File: src/rtl/alu_op_sequencer_pkg.sv
// ---------------------------------------------------------------------------
// alu_seq_pkg
// Shared definitions for the ALU operation sequencer: opcode constants, the
// sequencer state encoding and small opcode-classification helpers.
// ---------------------------------------------------------------------------
package alu_seq_pkg;

  localparam int unsigned OP_W   = 5;
  localparam int unsigned WORD_W = 32;
  localparam int unsigned WAIT_W = 4;

  localparam logic [OP_W-1:0] OP_ADD        = 5'd0;
  localparam logic [OP_W-1:0] OP_AND        = 5'd1;
  localparam logic [OP_W-1:0] OP_OR         = 5'd2;
  localparam logic [OP_W-1:0] OP_SHL        = 5'd3;
  localparam logic [OP_W-1:0] OP_SHR        = 5'd4;
  localparam logic [OP_W-1:0] OP_SHRA       = 5'd5;
  localparam logic [OP_W-1:0] OP_ROL        = 5'd6;
  localparam logic [OP_W-1:0] OP_ROR        = 5'd7;
  localparam logic [OP_W-1:0] OP_NOT        = 5'd8;
  localparam logic [OP_W-1:0] OP_NEG        = 5'd9;
  localparam logic [OP_W-1:0] OP_MUL        = 5'd10;
  localparam logic [OP_W-1:0] OP_DIV        = 5'd11;
  localparam logic [OP_W-1:0] OP_LAST_LEGAL = 5'd11;

  typedef enum logic [1:0] {
    IDLE = 2'd0,
    EXEC = 2'd1,
    RESP = 2'd2
  } state_t;

  function automatic logic op_is_legal(input logic [OP_W-1:0] op);
    return op <= OP_LAST_LEGAL;
  endfunction

  // Multiply and divide are the only ops that produce a HI/LO pair worth
  // committing to the architectural registers, and the only multi-cycle ops.
  function automatic logic op_is_muldiv(input logic [OP_W-1:0] op);
    return (op == OP_MUL) || (op == OP_DIV);
  endfunction

endpackage

File: src/rtl/alu_op_sequencer_if.sv
// ---------------------------------------------------------------------------
// alu_op_sequencer_if
// Bundles the request handshake, the ALU operand/result bus, the response
// handshake and the architectural HI/LO outputs of the sequencer.
//   slave  : the sequencer side (drives req_ready, alu_*, res_*, hi_q/lo_q)
//   master : the environment side (requester, external ALU, consumer)
// ---------------------------------------------------------------------------
interface alu_op_sequencer_if;
  logic        req_valid;
  logic        req_ready;
  logic [4:0]  req_op;
  logic [31:0] req_a;
  logic [31:0] req_b;
  logic [31:0] alu_a;
  logic [31:0] alu_b;
  logic [4:0]  alu_op;
  logic [31:0] alu_zlow;
  logic [31:0] alu_zhigh;
  logic        res_valid;
  logic        res_ready;
  logic [31:0] res_lo;
  logic [31:0] res_hi;
  logic        res_err;
  logic [31:0] hi_q;
  logic [31:0] lo_q;

  modport slave (
    input  req_valid, req_op, req_a, req_b, alu_zlow, alu_zhigh, res_ready,
    output req_ready, alu_a, alu_b, alu_op, res_valid, res_lo, res_hi, res_err,
           hi_q, lo_q
  );

  modport master (
    output req_valid, req_op, req_a, req_b, alu_zlow, alu_zhigh, res_ready,
    input  req_ready, alu_a, alu_b, alu_op, res_valid, res_lo, res_hi, res_err,
           hi_q, lo_q
  );
endinterface

File: src/rtl/alu_op_sequencer_hilo_regs.sv
// ---------------------------------------------------------------------------
// alu_hilo_regs
// Architectural HI/LO register pair with a shared write enable.
//   clock, clear : clock and asynchronous active-low reset
//   i_we         : load i_hi/i_lo at the next rising edge
//   o_hi_q/o_lo_q: current register contents
// ---------------------------------------------------------------------------
module alu_hilo_regs (
  input  logic        clock,
  input  logic        clear,
  input  logic        i_we,
  input  logic [31:0] i_hi,
  input  logic [31:0] i_lo,
  output logic [31:0] o_hi_q,
  output logic [31:0] o_lo_q
);

  logic [31:0] r_hi;
  logic [31:0] r_lo;

  // NOTE: state is written with non-blocking assignments so every register
  // samples its inputs from before the edge, independent of block ordering.
  always_ff @(posedge clock or negedge clear) begin
    if (!clear) begin
      r_hi <= '0;
      r_lo <= '0;
    end else if (i_we) begin
      r_hi <= i_hi;
      r_lo <= i_lo;
    end
  end

  assign o_hi_q = r_hi;
  assign o_lo_q = r_lo;

endmodule

File: src/rtl/alu_op_sequencer.sv
// ---------------------------------------------------------------------------
// alu_op_sequencer
// Accepts one ALU request at a time, holds the operands on the external ALU
// for a per-opcode number of cycles, captures the result pair, presents it
// on a valid/ready response port and commits MUL/DIV results to HI/LO.
//   clock, clear : clock and asynchronous active-low reset
//   bus          : request, ALU, response and HI/LO signals (slave side)
//   MULDIV_WAIT  : EXEC cycles granted to MUL/DIV (1..15); other ops get 1
// ---------------------------------------------------------------------------
module alu_op_sequencer
  import alu_seq_pkg::*;
#(
  parameter int unsigned MULDIV_WAIT = 4
) (
  input  logic              clock,
  input  logic              clear,
  alu_op_sequencer_if.slave bus
);

  state_t            r_state;
  state_t            w_state_nxt;
  logic [WAIT_W-1:0] r_wait;
  logic [WAIT_W-1:0] w_wait_nxt;
  logic              w_accept;
  logic              w_capture;
  logic              w_hilo_we;

  logic [31:0]       r_alu_a;
  logic [31:0]       r_alu_b;
  logic [OP_W-1:0]   r_alu_op;
  logic [31:0]       r_res_lo;
  logic [31:0]       r_res_hi;
  logic              r_res_err;
  logic [31:0]       w_hi_q;
  logic [31:0]       w_lo_q;

  always_ff @(posedge clock or negedge clear) begin
    if (!clear) begin
      r_state <= IDLE;
      r_wait  <= '0;
    end else begin
      r_state <= w_state_nxt;
      r_wait  <= w_wait_nxt;
    end
  end

  // NOTE: every output of this block gets a default before the case, so no
  // path leaves a signal unassigned and no latch is inferred.
  always_comb begin
    w_state_nxt = r_state;
    w_wait_nxt  = r_wait;
    w_accept    = 1'b0;
    w_capture   = 1'b0;
    w_hilo_we   = 1'b0;
    unique case (r_state)
      IDLE: begin
        if (bus.req_valid) begin
          w_accept = 1'b1;
          if (op_is_legal(bus.req_op)) begin
            w_state_nxt = EXEC;
            w_wait_nxt  = op_is_muldiv(bus.req_op) ? WAIT_W'(MULDIV_WAIT)
                                                   : WAIT_W'(1);
          end else begin
            // Illegal opcodes skip the ALU entirely and report an error.
            w_state_nxt = RESP;
            w_wait_nxt  = '0;
          end
        end
      end
      EXEC: begin
        // r_wait counts the EXEC cycles still owed, including this one.
        if (r_wait <= WAIT_W'(1)) begin
          w_capture   = 1'b1;
          w_state_nxt = RESP;
          w_wait_nxt  = '0;
        end else begin
          w_wait_nxt  = r_wait - WAIT_W'(1);
        end
      end
      RESP: begin
        if (bus.res_ready) begin
          w_state_nxt = IDLE;
          // r_alu_op still holds the accepted opcode until the next accept.
          w_hilo_we   = op_is_muldiv(r_alu_op) && !r_res_err;
        end
      end
      default: begin
        w_state_nxt = IDLE;
        w_wait_nxt  = '0;
      end
    endcase
  end

  always_ff @(posedge clock or negedge clear) begin
    if (!clear) begin
      r_alu_a   <= '0;
      r_alu_b   <= '0;
      r_alu_op  <= '0;
      r_res_lo  <= '0;
      r_res_hi  <= '0;
      r_res_err <= 1'b0;
    end else if (w_accept) begin
      r_alu_a  <= bus.req_a;
      r_alu_b  <= bus.req_b;
      r_alu_op <= bus.req_op;
      if (!op_is_legal(bus.req_op)) begin
        r_res_lo  <= '0;
        r_res_hi  <= '0;
        r_res_err <= 1'b1;
      end
    end else if (w_capture) begin
      // The ALU result is looked at only on this edge.
      r_res_lo  <= bus.alu_zlow;
      r_res_hi  <= bus.alu_zhigh;
      r_res_err <= 1'b0;
    end
  end

  alu_hilo_regs u_hilo (
    .clock  (clock),
    .clear  (clear),
    .i_we   (w_hilo_we),
    .i_hi   (r_res_hi),
    .i_lo   (r_res_lo),
    .o_hi_q (w_hi_q),
    .o_lo_q (w_lo_q)
  );

  assign bus.req_ready = (r_state == IDLE);
  assign bus.res_valid = (r_state == RESP);
  assign bus.alu_a     = r_alu_a;
  assign bus.alu_b     = r_alu_b;
  assign bus.alu_op    = r_alu_op;
  assign bus.res_lo    = r_res_lo;
  assign bus.res_hi    = r_res_hi;
  assign bus.res_err   = r_res_err;
  assign bus.hi_q      = w_hi_q;
  assign bus.lo_q      = w_lo_q;

endmodule

File: src/flat_wrapper.sv
// flat-port wrapper written by rule: the top's interface ports become plain ports
module alu_op_sequencer_flat import alu_seq_pkg::*;
#(
  parameter int unsigned MULDIV_WAIT = 4
)
  (clock, clear, bus_req_valid, bus_req_op, bus_req_a, bus_req_b, bus_alu_zlow, bus_alu_zhigh, bus_res_ready, bus_req_ready, bus_alu_a, bus_alu_b, bus_alu_op, bus_res_valid, bus_res_lo, bus_res_hi, bus_res_err, bus_hi_q, bus_lo_q);
  alu_op_sequencer_if bus_i ();
  input  logic clock;
  input  logic clear;
  input wire logic [$bits(bus_i.req_valid)-1:0] bus_req_valid;
  input wire logic [$bits(bus_i.req_op)-1:0] bus_req_op;
  input wire logic [$bits(bus_i.req_a)-1:0] bus_req_a;
  input wire logic [$bits(bus_i.req_b)-1:0] bus_req_b;
  input wire logic [$bits(bus_i.alu_zlow)-1:0] bus_alu_zlow;
  input wire logic [$bits(bus_i.alu_zhigh)-1:0] bus_alu_zhigh;
  input wire logic [$bits(bus_i.res_ready)-1:0] bus_res_ready;
  output wire logic [$bits(bus_i.req_ready)-1:0] bus_req_ready;
  output wire logic [$bits(bus_i.alu_a)-1:0] bus_alu_a;
  output wire logic [$bits(bus_i.alu_b)-1:0] bus_alu_b;
  output wire logic [$bits(bus_i.alu_op)-1:0] bus_alu_op;
  output wire logic [$bits(bus_i.res_valid)-1:0] bus_res_valid;
  output wire logic [$bits(bus_i.res_lo)-1:0] bus_res_lo;
  output wire logic [$bits(bus_i.res_hi)-1:0] bus_res_hi;
  output wire logic [$bits(bus_i.res_err)-1:0] bus_res_err;
  output wire logic [$bits(bus_i.hi_q)-1:0] bus_hi_q;
  output wire logic [$bits(bus_i.lo_q)-1:0] bus_lo_q;
  assign bus_i.req_valid = bus_req_valid;
  assign bus_i.req_op = bus_req_op;
  assign bus_i.req_a = bus_req_a;
  assign bus_i.req_b = bus_req_b;
  assign bus_i.alu_zlow = bus_alu_zlow;
  assign bus_i.alu_zhigh = bus_alu_zhigh;
  assign bus_i.res_ready = bus_res_ready;
  assign bus_req_ready = bus_i.req_ready;
  assign bus_alu_a = bus_i.alu_a;
  assign bus_alu_b = bus_i.alu_b;
  assign bus_alu_op = bus_i.alu_op;
  assign bus_res_valid = bus_i.res_valid;
  assign bus_res_lo = bus_i.res_lo;
  assign bus_res_hi = bus_i.res_hi;
  assign bus_res_err = bus_i.res_err;
  assign bus_hi_q = bus_i.hi_q;
  assign bus_lo_q = bus_i.lo_q;
  alu_op_sequencer #(.MULDIV_WAIT(MULDIV_WAIT)) u_core (.clock(clock), .clear(clear), .bus(bus_i));
endmodule
File: config.mk
export PLATFORM = sky130hd
export DESIGN_NAME = alu_op_sequencer_flat
export DESIGN_NICKNAME = d
export VERILOG_FILES = /design/src/rtl/alu_op_sequencer_pkg.sv /design/src/rtl/alu_op_sequencer_if.sv /design/src/rtl/alu_op_sequencer_hilo_regs.sv /design/src/rtl/alu_op_sequencer.sv /design/src/flat_wrapper.sv
export SDC_FILE = /design/constraint.sdc
export NUM_CORES = 1
export LEC_CHECK = 0
export BUFFER_PORTS_ARGS = -buffer_cell sky130_fd_sc_hd__buf_2
export CORE_ASPECT_RATIO = 2
export CORE_MARGIN = 2
export CORE_UTILIZATION = 40
export DETAILED_ROUTE_END_ITERATION = 8
export PLACE_DENSITY = 0.69
export SYNTH_ARGS = -nofsm -noshare
export SYNTH_HDL_FRONTEND = slang
export SYNTH_HIERARCHICAL = 1
export SYNTH_SLANG_ARGS = --single-unit
export TNS_END_PERCENT = 30
File: constraint.sdc
create_clock -name clock -period 3.5 [get_ports clock]
set_input_delay 0.525 -clock clock [delete_from_list [all_inputs] [get_ports clock]]
set_output_delay 0.525 -clock clock [all_outputs]
set_load 0.005 [all_outputs]
==> impl_metrics.sql <==
INSERT INTO impl_metrics (metric_group, metric, value, unit) VALUES
('run_status', 'outcome', 'completed', ''),
('sta', 'setup-tns-final', '0', 'ns'),
('placed_design', 'dp_slack', '1.25', 'ns'),
('critical_path', 'worst-endpoint-required', '3.86', 'ns'),
('critical_path', 'worst-path-max-fanout', '64', ''),
('synth', 'synth_flop_cell', 'dfrtp_1', ''),
('synth', 'synth.distinct_cells', '32', ''),
('power_and_ir_drop', 'power_per_cell_area', '803', 'mW/mm²'),
('clocking', 'cts-resized-gates', '0', ''),
('sta', 'timing.final.crit_share', '0.643', ''),
('sta', 'clock.fmax', '445', 'MHz'),
('global_routing', 'grt.met3_usage', '0.0351', ''),
('finish', 'finalCoreUtilization', '0.530', ''),
('die', 'starting_density_of_the_core', '0.406', ''),
('sta', 'grt_setup_unrepaired', 'no', ''),
('synth', 'asyncSetResetFlopFracSynth', '1.00', ''),
('global_routing', 'global_route.overflow_total', '0', ''),
('drt', 'route.antenna.remaining_nets', '0', ''),
('critical_path', 'end_kind', 'flip-flop', ''),
('power_and_ir_drop', 'vdd_ir_drop_max', '0.526', 'mV'),
('sta', 'setup-violations-final', '0', ''),
('sta', 'clock_skew', '0.00726', 'ns'),
('die', 'core', '0.0197', 'mm²'),
('die', 'design.die.area', '0.0212', 'mm²'),
('global_routing', 'grt_start_max_net_pins', '91', ''),
('synth', 'seq_area_frac_synth', '0.637', ''),
('critical_path', 'worstSetupStartpointType', 'flip-flop', ''),
('placed_design', 'io_buffers', '336', ''),
('die', 'dieHeight', '204', 'µm'),
('global_routing', 'first_pass_grt_wire_length', '29700', 'µm'),
('critical_path', 'timing.setup.critical_path_class', 'reg -> reg', ''),
('drt', 'drtIter0Drc', '179', ''),
('global_routing', 'first_global_vias', '5521', ''),
('drt', 'route.vias.total', '5310', ''),
('sta', 'max_slew_violation_total_from_the_final_report', '0', ''),
('clocking', 'clk_pin_slew_worst_paths', '0.07', 'ns'),
('clocking', 'cts_inserted_buffers', '19', ''),
('die', 'die_w', '104', 'µm'),
('global_routing', 'antenna_found_initial', '2', ''),
('die', 'placementRows', '73', ''),
('sta', 'hold_violations', '0', ''),
('clocking', 'post-cts-setup-buffers', '0', ''),
('clocking', 'cts_root_buf', 'clkbuf_16', ''),
('finish', 'layout.cells.most_common_list', 'buf_2 (335), dfrtp_1 (204), mux2_2 (73)', ''),
('sta', 'timing.final.crit_period', '2.25', 'ns'),
('global_routing', 'busiest_layer', 'met2', ''),
('synth', 'synthesis.area', '0.00801', 'mm²'),
('power_and_ir_drop', 'final_power', '8.39', 'mW'),
('finish', 'fin_nets', '945', ''),
('power_and_ir_drop', 'leakage', '5.51', 'nW'),
('placed_design', 'globalplace.congestion', '0.796', ''),
('synth', 'mean_instance_size_in_the_synthesized_netlist', '17.0', 'µm²'),
('die', 'io_pins', '337', ''),
('global_routing', 'grt_util_met1', '0.208', ''),
('synth', 'number_of_enable_flip_flop_cells_after_synthesis', '0', ''),
('drt', 'totalWireLength', '19400', 'µm'),
('clocking', 'clock_sink_count', '204', ''),
('sta', 'worst-slew-pin-transition', '0.730', 'ns'),
('clocking', 'ctsLongestPathBuffers', '3', ''),
('drt', 'detailedRoute.firstPassIterationCount', '4', ''),
('drt', 'post-route-drc-count', '0', ''),
('sta', 'final_setup_slack_of_the_worst_path', '1.25', 'ns'),
('global_routing', 'met2_usage', '0.308', ''),
('clocking', 'postCtsHoldBufs', '0', ''),
('synth', 'yosysWarningCount', '6', ''),
('min_path', 'holdCritPathClass', 'in -> async', ''),
('clocking', 'tritoncts', 'done', ''),
('drt', 'detail_routed_net_length_per_standard_cell', '17.9', 'µm'),
('finish', 'mostFrequentLayoutCell', 'buf_2', ''),
('finish', 'num-fill-cells', '1749', ''),
('sta', 'timing.max_slew.rel_slack', '0.514', ''),
('placed_design', 'detailedPlacementHpwl', '13600', 'µm'),
('critical_path', 'timing.critical_path.arrival', '2.61', 'ns'),
('global_routing', 'globalRouteTotalUtil', '0.175', ''),
('clocking', 'clock_latency', '0.48', 'ns'),
('sta', 'hold_slack', '0.0842', 'ns'),
('clocking', 'clock_tree.htree_level_count', '1', ''),
('run', 'max-cap-violations', '0', ''),
('synth', 'synthesis.nets', '611', ''),
('synth', 'netlist_instances', '472', ''),
('finish', 'syn2layout_area_growth', '30.5', '%'),
('synth', 'postSynthRegisterBits', '204', ''),
('finish', 'layout-drive-gt1-share', '0.625', ''),
('drt', 'vias_per_cell', '4.92', '');
## power breakdown
part,switching (mW),internal (mW),leakage [nW]
Combinational,1.10,1.47,2.56
Clock,0.850,1.21,0.300
Sequential,0.556,3.21,2.65
Total,2.51,5.89,5.51
## registers in the layout, summed over array words and instances, names as in the netlist
name                  count
u_core/bus.alu_a         32
u_core/bus.res_lo        32
u_core/bus.res_hi        32
u_core/r_state            2
u_core/u_hilo/o_hi_q     32
u_core/bus.alu_b         32
u_core/u_hilo/o_lo_q     32
u_core/bus.res_err        1
u_core/r_wait             4
u_core/bus.alu_op         5
## cells by family (layout without fill, tap and decap cells)
| logic type | count (synthesis) | in the layout | synth area share |
|---|---|---|---|
| and+or+nand+nor | 19 | 19 | 0.0164 |
| AOI/OAI and AO/OA | 79 | 79 | 0.0842 |
| xor gates and xnor gates | 1 | 1 | 0.00109 |
| DFF | 204 | 204 | 0.637 |
| adders and majority gates | 2 | 2 | 0.00312 |
| other | 0 | 1 | 0 |
| muxes | 133 | 133 | 0.215 |
| buffers and inverters | 34 | 379 | 0.0428 |
## cell usage after synthesis, types with 2 or more instances
| cell | n | area share |
|---|---|---|
| a21o_1 | 2 | 0.0019 |
| a21oi_1 | 3 | 0.0019 |
| a22o_1 | 64 | 0.070 |
| buf_12 | 6 | 0.015 |
| buf_2 | 10 | 0.0062 |
| buf_4 | 2 | 0.0019 |
| buf_6 | 13 | 0.018 |
| dfrtp_1 | 204 | 0.64 |
| ha_1 | 2 | 0.0031 |
| inv_1 | 3 | 0.0014 |
| mux2_2 | 73 | 0.10 |
| mux2_4 | 60 | 0.11 |
| nand2b_1 | 3 | 0.0023 |
| nor2_1 | 4 | 0.0019 |
| nor2b_1 | 2 | 0.0016 |
| o21ai_0 | 2 | 0.0012 |
| o22ai_1 | 2 | 0.0016 |
| o2bb2ai_1 | 3 | 0.0033 |
## worst max-delay path, cell delays in order (launching register included)
cell     delay (ns)
dfrtp_1        0.39
or4bb_1        0.52
nor4b_2        0.33
buf_12         0.43
mux2_2         0.39
## routing by layer
layer	wire length (µm)	share of wire	up-vias
li1	-	-	2383
met1	7430	0.38	2673
met2	10200	0.53	223
met3	1190	0.061	31
met4	580	0.030	0
met5	0	0	-
## layout make-up
class / instances / area, µm² / share of cell area
Clock inverter: 7 / 90.1 / 0.00862
Clock buffer: 25 / 528 / 0.0505
Inverter: 3 / 11.3 / 0.00108
Multi-Input combinational cell: 234 / 2590 / 0.248
Sequential cell: 204 / 5100 / 0.488
Antenna cell: 1 / 2.50 / 0.000239
Timing Repair Buffer: 344 / 1800 / 0.172
Tap cell: 262 / 328 / 0.0314
## metrics by stage
step	area [µm²]	cells
2_1_floorplan	8010	472
3_3_place_gp	9830	1047
3_5_place_dp	9830	1047
4_1_cts	10500	1079
5_1_grt	10500	1080
6_report	10500	1080
## final timing paths
kind	startpoint	end	slack [ns]	cells past startpoint
max	u_core/bus.alu_op[2]$_DFFE_PN0P_	u_core/u_hilo/o_hi_q[29]$_DFFE_PN0P_	1.25	4
min	clear	u_core/u_hilo/o_hi_q[16]$_DFFE_PN0P_	0.08	1
max reg2reg	u_core/bus.alu_op[2]$_DFFE_PN0P_	u_core/u_hilo/o_hi_q[29]$_DFFE_PN0P_	1.25	4
min reg2reg	u_core/bus.alu_a[14]$_DFFE_PN0P_	u_core/bus.alu_a[14]$_DFFE_PN0P_	0.50	1
max in group asynchronous	clear	u_core/u_hilo/o_lo_q[0]$_DFFE_PN0P_	2.52	2
min in group clock	bus_res_ready	u_core/r_state[1]$_DFFE_PN0P_	0.25	2
Power figures use the tool's default switching activity.
